===== config.mk =====
export PLATFORM = sky130hd
export DESIGN_NAME = uart_tx_fifo
export DESIGN_NICKNAME = d
export VERILOG_FILES = /design/src/rtl/uart_tx_fifo.sv
export SDC_FILE = /design/constraint.sdc
export NUM_CORES = 1
export LEC_CHECK = 0
export BUFFER_PORTS_ARGS = -buffer_cell sky130_fd_sc_hd__buf_2
export CORE_UTILIZATION = 50
export DETAILED_ROUTE_END_ITERATION = 8
export PLACE_DENSITY_LB_ADDON = 0.08
export SLEW_MARGIN = 40
export SYNTH_ARGS = -nofsm -noshare
export SYNTH_HDL_FRONTEND = slang
export SYNTH_SLANG_ARGS = --single-unit

===== constraint.sdc =====
create_clock -name clk -period 3.05 [get_ports clk]
set_input_delay 0.305 -clock clk [delete_from_list [all_inputs] [get_ports clk]]
set_output_delay 0.305 -clock clk [all_outputs]
set_load 0.01 [all_outputs]

===== src/rtl/uart_tx_fifo.sv =====
// uart_tx_fifo: buffered UART transmitter fed by a single-cycle byte strobe, dropping bytes on a full FIFO.
// Default frame is 8N1; define UART_TX_PARITY_EN for 8E1 (adds an even-parity bit).
module uart_tx_fifo #(
  parameter int CLKS_PER_BIT    = 868,
  parameter int FIFO_DEPTH_LOG2 = 4
) (
  input  logic       clk,
  input  logic       resetn,
  input  logic [7:0] in_byte,
  input  logic       in_byte_en,
  output logic       txd,
  output logic       busy,
  output logic       fifo_empty,
  output logic       fifo_full,
  output logic       overflow
);
  localparam int TW    = $clog2(CLKS_PER_BIT);
  localparam int AW    = FIFO_DEPTH_LOG2;
  localparam int DEPTH = 1 << AW;
`ifdef UART_TX_PARITY_EN
  typedef enum logic [2:0] {IDLE, START, DATA, PARITY, STOP} state_t;
  localparam state_t AFTER_DATA = PARITY;
`else
  typedef enum logic [1:0] {IDLE, START, DATA, STOP} state_t;
  localparam state_t AFTER_DATA = STOP;
`endif
  state_t        state_q, state_d;
  logic [7:0]    mem_q [DEPTH];
  logic [AW-1:0] wr_ptr_q, wr_ptr_d, rd_ptr_q, rd_ptr_d;
  logic [AW:0]   count_q, count_d;
  logic [TW-1:0] timer_q, timer_d;
  logic [2:0]    idx_q, idx_d;
  logic [7:0]    shift_q, shift_d;
  logic          txd_q, txd_d, overflow_q, overflow_d;
  logic          tick, pop, push, full;
`ifdef UART_TX_PARITY_EN
  logic          par_q, par_d;
`endif
  always_comb begin
    tick       = timer_q == TW'(CLKS_PER_BIT - 1);
    full       = count_q == (AW+1)'(DEPTH);
    // a frame ending on this edge frees a slot, so a strobe into a full FIFO is still accepted
    pop        = count_q != '0 && (state_q == IDLE || (state_q == STOP && tick));
    push       = in_byte_en && (!full || pop);
    wr_ptr_d   = push ? wr_ptr_q + 1'b1 : wr_ptr_q;
    rd_ptr_d   = pop ? rd_ptr_q + 1'b1 : rd_ptr_q;
    count_d    = count_q + {{AW{1'b0}}, push} - {{AW{1'b0}}, pop};
    overflow_d = overflow_q || (in_byte_en && !push);
    timer_d    = (state_q == IDLE || tick) ? '0 : timer_q + 1'b1;
    state_d    = state_q;
    idx_d      = idx_q;
    shift_d    = shift_q;
    case (state_q)
      IDLE:   state_d = pop ? START : IDLE;
      START:  if (tick) begin
        state_d = DATA;
        idx_d   = '0;
      end
      DATA:   if (tick) begin
        shift_d = shift_q >> 1;
        idx_d   = idx_q + 1'b1;
        state_d = idx_q == 3'd7 ? AFTER_DATA : DATA;
      end
`ifdef UART_TX_PARITY_EN
      PARITY: state_d = tick ? STOP : PARITY;
`endif
      STOP:   state_d = tick ? (pop ? START : IDLE) : STOP;
      default: state_d = IDLE;
    endcase
    if (pop) shift_d = mem_q[rd_ptr_q];
    txd_d = state_d == START ? 1'b0 : state_d == DATA ? shift_d[0] : 1'b1;
`ifdef UART_TX_PARITY_EN
    par_d = pop ? ^mem_q[rd_ptr_q] : par_q;
    if (state_d == PARITY) txd_d = par_q;
`endif
  end
  always_ff @(posedge clk or negedge resetn)
    if (!resetn) begin
      state_q    <= IDLE;
      wr_ptr_q   <= '0;
      rd_ptr_q   <= '0;
      count_q    <= '0;
      timer_q    <= '0;
      idx_q      <= '0;
      shift_q    <= '0;
      txd_q      <= 1'b1;
      overflow_q <= 1'b0;
    end else begin
      state_q    <= state_d;
      wr_ptr_q   <= wr_ptr_d;
      rd_ptr_q   <= rd_ptr_d;
      count_q    <= count_d;
      timer_q    <= timer_d;
      idx_q      <= idx_d;
      shift_q    <= shift_d;
      txd_q      <= txd_d;
      overflow_q <= overflow_d;
    end
`ifdef UART_TX_PARITY_EN
  always_ff @(posedge clk or negedge resetn)
    if (!resetn) par_q <= 1'b0;
    else par_q <= par_d;
`endif
  always_ff @(posedge clk)
    if (push) mem_q[wr_ptr_q] <= in_byte;
  assign txd        = txd_q;
  assign busy       = state_q != IDLE;
  assign fifo_empty = count_q == '0;
  assign fifo_full  = full;
  assign overflow   = overflow_q;
endmodule


# Yosys cells after proc, flatten, opt, wreduce, memory -nomap -nowiden
# Memory sizes are Yosys's and may differ from the RTL's.
# Index checks and enable logic that the tools add are counted.
[op_classes]
n_mux = 17
reduce_logical = 19
n_eq_ne = 10
n_addsub = 6
[op_table]
columns = ["operator", "count"]
rows = [
  ["two-way mux 8 bit", 3],
  ["adder 10 x 1 -> 10 bit, second input constant", 1],
  ["equality test 10 bit, second input constant", 1],
  ["two-way mux 10 bit", 1],
  ["adder 4 x 1 -> 4 bit, second input constant", 2],
  ["case mux 2 bit (4 select lines)", 1],
  ["nonzero test 2 bit", 4],
  ["equality test 2 bit, second input constant", 3],
  ["two-way mux 1 bit", 6],
  ["two-way mux 2 bit", 3],
  ["two-way mux 3 bit", 2],
  ["case mux 3 bit (2 select lines)", 1],
  ["adder 5 x 1 -> 5 bit", 1],
  ["equality test 5 bit, second input constant", 1],
  ["zero test 5 bit", 1],
  ["nonzero test 5 bit", 1],
  ["subtractor 5 x 1 -> 5 bit", 1],
  ["equality test 2 x 1 -> 1 bit, second input constant", 2],
  ["logical AND 1 bit", 4],
  ["logical OR 1 bit", 4],
  ["inequality test 2 bit, second input constant", 2],
  ["adder 3 x 1 -> 3 bit, second input constant", 1],
  ["equality test 3 bit, second input constant", 1],
  ["AND reduction 3 bit", 1],
  ["3 further kinds", 4],
]
[word_totals]
ram_bits = 128
n_memories = 1
output_inout_bits = 5
reg_bits = 38
[memory_table]
columns = ["memory", "depth", "width", "rd", "rd_ports_with_merged_regs", "wr", "line_no", "source"]
rows = [
  ["mem_q", 16, 8, 1, 0, 1, "28", "logic [7:0] mem_q [DEPTH];"],
]

# Depth between registers and ports, before layout
[depth]
word_depth = 10
ltp_mapped = 13
depth_no_buf = 12

# Worst setup path before layout
# Ideal clock, no wire load.
[synth_timing]
kind = "reg2reg"
startpoint = "register count_q[3]"
endpoint = "register count_q[4]"
arrival_ns = 2.801
slack_ns = 0.126
stages_incl_launch_ff = 14
setup_time_ns = 0.123
period_less_slack_ns = 2.924
required_time_ns = 2.927
path_buffers = 1
path_cell_list = "dfrtp_1 -> inv_1 -> ha_1 -> nor4bb_1 -> nand2_1 -> o21ai_4 -> buf_4 -> mux2i_1 -> ha_1 -> fa_1 -> a21oi_1 -> nor2_1 -> nor2_1 -> xnor2_1"
[synth_between]
elab_chain_cells = 6
word_cells_on_any_way = 8
cone_classes = "2 x add/sub; 1 x eq/ne; 5 x reduce/logical"
[synth_rtl]
columns = ["element", "line_no", "source"]
rows = [
  ["start, declared", "30", "logic [AW:0] count_q, count_d;"],
  ["start signal, assigned", "92", "count_q <= count_d;"],
  ["equality test 5 bit", "41", "full = count_q == (AW+1)'(DEPTH);"],
  ["net fifo_full", "14", "output logic fifo_full,"],
  ["zero test 1 bit", "44", "push = in_byte_en && (!full || pop);"],
  ["logical OR 1 bit", "44", ""],
  ["logical AND 1 bit", "44", ""],
  ["adder 5 x 1 -> 5 bit", "47", "count_d = count_q + {{AW{1'b0}}, push} - {{AW{1'b0}}, pop};"],
  ["subtractor 5 x 1 -> 5 bit", "47", ""],
  ["net count_d[4]", "30", ""],
]
# The timed path passes the listed nets, and every way through them passes these cells.
# A chain may end at the register's enable or synchronous reset.

# Worst setup path in the final report
[layout_timing]
startpoint = "register count_q[3]"
endpoint = "register count_q[4]"
[layout_between]
elab_chain_cells = 6
word_cells_on_any_way = 8
cone_classes = "2 x add/sub; 1 x eq/ne; 5 x reduce/logical"
[layout_rtl]
columns = ["element", "line_no"]
rows = [
  ["equality test 5 bit or nonzero test 5 bit (tied branches)", "41, 43"],
  ["zero test 1 bit or logical AND 1 bit (tied branches)", "44, 43"],
  ["logical OR 1 bit", "44"],
  ["logical AND 1 bit", "44"],
  ["adder 5 x 1 -> 5 bit", "47"],
  ["subtractor 5 x 1 -> 5 bit *", "47"],
  ["net count_d[4]", "30"],
]
# Mark *: on every way through the listed nets, which the timed path passes. The rest lies on a longest branch.

==> results by group <==
Run status
  – Outcome: complete, no violations

Route
  – Wire length per cell: approximately 21 um
  – Residual DRC: 0
  – Uppermost layer routed: met4
  – DR WL met3: 515 um
  – Initial DRC Count: ~180
  – ANT nets after route: 0
  – Vias after detailed routing: 3667
  – Via/cell ratio: 5.73
  – M1 wire length: a little over 6000 um
  – DRT Pass-1 Iters: 4
  – Met2 WL post-DR: 6400 um
  – Routed WL: 13200 um

Worst setup path
  – Worst r2r src: count_q[3]$_DFF_PN0_
  – Worst R2R End: count_q[4]$_DFF_PN0_
  – Worst EP required: approximately 3.4 ns
  – Critical Path End Type: flop
  – WP data arrival: just under 3 ns
  – Startpoint types: flop
  – Path depth of the worst reg2reg path: 12
  – Crit Path Category: flop to flop
  – Internal reg-to-reg setup slack: between 0.4 and 0.5 ns
  – Crit path max fanout: 3

Timing
  – Period utilisation layout: about 86%
  – Max Freq: between 0.3 and 0.4 GHz
  – Final-report max-slew violation count: 0
  – Clk_skew: 0.00710 ns
  – Slew @ Worst Pin: about 0.75 ns
  – Slew headroom: 50.1%
  – Final min period: 2.62 ns
  – # setup viols final: 0
  – Setup ws final: about 0.43 ns
  – RSZ-0062 raised after global routing: no
  – Final Hold Viols: 0
  – Final setup TNS: 0 ns

CTS
  – Maximum clock insertion buffer count: 2
  – CTS tree: done
  – Later-pin clock latency in the skew report: between 0.4 and 0.5 ns
  – CTS clk-pin slew, worst paths: about 0.06 ns
  – Total CTS buffers: 17
  – Clock root cell: clkbuf_16
  – Post-CTS Repair Setup Buffers: 0
  – CTS sink cnt: approximately 170
  – Post-cts sizing count: 0
  – Htree depth: 4

Power and ir drop
  – Combinational fraction of design power: 12.7%
  – Internal power: approximately 4.1 mW
  – Clk pwr share: between 30% and 40%
  – Sw Share: about a quarter
  – P_leak: 2.97 nW
  – Worst VDD drop: about 550 uV
  – Pwr Density: between 600 and 700 nW/um2
  – Sw power: roughly 1.4 mW
  – Sequential power share: between 50% and 60%

Die
  – Die width: 121 um
  – Site row count: 42
  – Die area: around 15000 um2
  – Starting Density: a little over half
  – Core Region: ~13000 um2
  – Io pins: 16
  – Die height: 121 um

Synth
  – Post-synth cell types: 48
  – Yosys reg bits: 166
  – Syn_nets: 441
  – Post-synth EDFFs: roughly 130
  – Syn Inst Count: approximately 420
  – Mapped Area: ~7000 um2
  – Most used DFF post-synth: edfxtp_1
  – Asr flop ratio synth: between 20% and 30%
  – Mean post-synth cell area: 16.9 um2
  – Yosys warns: 0
  – Seq/Total Area, Yosys: just under 70%
  – Share of Yosys cell area claimed by the top area cell type: ~55%
  – Most area-consuming cells after synthesis: edfxtp_1 (55%), dfrtp_1 (13%), mux4_2 (10%)
  – Synth area leader: edfxtp_1

Hold path
  – Hold Path Class: input port to flop
  – HP Start: in_byte_en
  – Hold endpoint: overflow$_DFF_PN0_
  – Hold depth: 2

Global route
  – First-pass GRT wire length: between 20000 and 25000 um
  – Vias in the first global route: approximately 3800
  – Total global-route track usage: around a fifth
  – Total gr overflow: 0
  – Largest net degree at the start of global routing: 39
  – Antenna violations before repair: 0

Place
  – IO buf count: 15
  – Pre-CTS WS: between 0.4 and 0.5 ns
  – DP HPWL: roughly 8500 um
  – Gpl congestion: approximately 0.8

Final layout
  – Area occupied by multi-input gates: roughly 2100 um2
  – N_diodes: 0
  – Synth-to-Final Area Change: 13.5%
  – Share of layout cells above drive strength 1: about a quarter
  – Seq. cell area: about 4800 um2
  – Fillers: about 1100
  – Final #Nets: approximately 480

Flow run
  – Maxcap violations: 0
-- Yosys cell counts (2+ instances only) --
cell and n:
a21oi_1 7, a22o_1 19, and2_1 4, and3_1 3, buf_2 6, buf_4 2, buf_6 3, clkbuf_1 10
dfrtp_1 37, edfxtp_1 128, ha_1 13, inv_1 8, mux2i_1 16, mux4_2 32, nand2_1 16, nand3_1 7
nand3b_1 4, nand4_1 8, nor2_1 32, nor2b_1 3, nor3_1 6, nor4b_1 4, o21ai_0 5, or2_2 2
xnor2_1 10, xor2_1 9
-- kinds of logic after synthesis --
family | share of synthesized area, %
AO/OA/AOI/OAI | 4.26
XOR/XNOR | 2.37
adder cells (fa/ha/maj) | 2.60
buffers and inverters | 2.19
flip-flops | 68.3
multiplexers | 12.9
AND/OR/NAND/NOR | 7.41
-- through the flow --
stage	hold slack [ns]	cells	util, %	power, mW	instance area, um2
2_1_floorplan	0.00941	416	-	3.32	7020
3_3_place_gp	0.448	607	55.0	3.57	7400
3_5_place_dp	0.314	607	55.0	3.59	7400
4_1_cts	0.239	640	59.2	5.59	7970
5_1_grt	0.258	640	59.2	5.77	7970
6_report	0.255	640	59.2	5.54	7970
-- final cells by class --
cell class,count,share of cell area (%)
clock inverters,14,1.57
well taps,176,2.76
repair buffers,38,3.33
multi-input cells,219,26.3
flip-flops and latches,166,60.2
inverters,9,0.424
clock buffers,18,5.39
-- critical path, stage by stage (launching register included) --
cell      delay [ns]
dfrtp_1         0.39
inv_1           0.08
ha_1            0.15
nor4bb_1        0.45
nand2_1         0.16
o21ai_4         0.15
mux2i_1         0.09
ha_1            0.21
fa_1            0.40
a21oi_1         0.17
nor2_1          0.05
nor2_1          0.11
xnor2_1         0.13
-- power groups by stage --
stage / Clock, mW / Combinational (mW) / Sequential [mW]
floorplan: 0 / 0.518 / 2.80
global placement: 0 / 0.697 / 2.87
detailed placement: 0 / 0.710 / 2.88
CTS: 2.04 / 0.716 / 2.84
global route: 2.13 / 0.783 / 2.86
finish: 2.00 / 0.704 / 2.84
-- registers in the layout (all words and copies together) (netlist names) --
register  flops
count_q       5
idx_q         3
mem_q       128
overflow      1
rd_ptr_q      4
shift_q       8
state_q       2
timer_q      10
txd           1
wr_ptr_q      4
-- repair_timing --
| action | 4_1_cts | 5_1_grt |
|---|---|---|
| hold endpoints to repair | 37 | 0 |
| setup endpoints to repair | 0 | 0 |
| hold buffers | 1 | 0 |
-- layer usage --
layer | GRT usage [%] | up-vias
li1 | - | 1683
met1 | 29.3 | 1893
met2 | 31.5 | 73
met3 | 3.77 | 18
met4 | 8.02 | 0
met5 | 0 | -
-- layout by cell type, fill, tap and decap left out, types with 3 or more instances in the layout --
cell	instances
buf_4	22
o21ai_0	5
mux2i_1	16
nor3_1	6
inv_6	4
mux4_2	32
nor2b_1	3
nor4b_2	4
clkbuf_16	17
inv_1	8
nand3b_1	4
and2_1	4
nand2_1	16
a21oi_1	7
nand3_1	7
xor2_1	9
edfxtp_1	128
nand4_1	8
buf_2	14
and3_1	3
a22o_1	19
xnor2_1	10
clkinv_1	3
clkinv_4	4
ha_1	13
dfrtp_1	36
nor2_1	32
-- worst max path at each step --
stage,start,to,slack (ns),cells past startpoint
finish,count_q[3]$_DFF_PN0_,count_q[4]$_DFF_PN0_,0.43,12
global route,count_q[3]$_DFF_PN0_,count_q[4]$_DFF_PN0_,0.18,12
CTS,timer_q[0]$_DFF_PN0_,count_q[4]$_DFF_PN0_,0.41,10
detailed placement,timer_q[0]$_DFF_PN0_,count_q[4]$_DFF_PN0_,0.43,11
global placement,timer_q[0]$_DFF_PN0_,count_q[4]$_DFF_PN0_,0.49,10
floorplan,count_q[3]$_DFF_PN0_,count_q[4]$_DFF_PN0_,0.13,13
(Power assumes the default switching activity.)
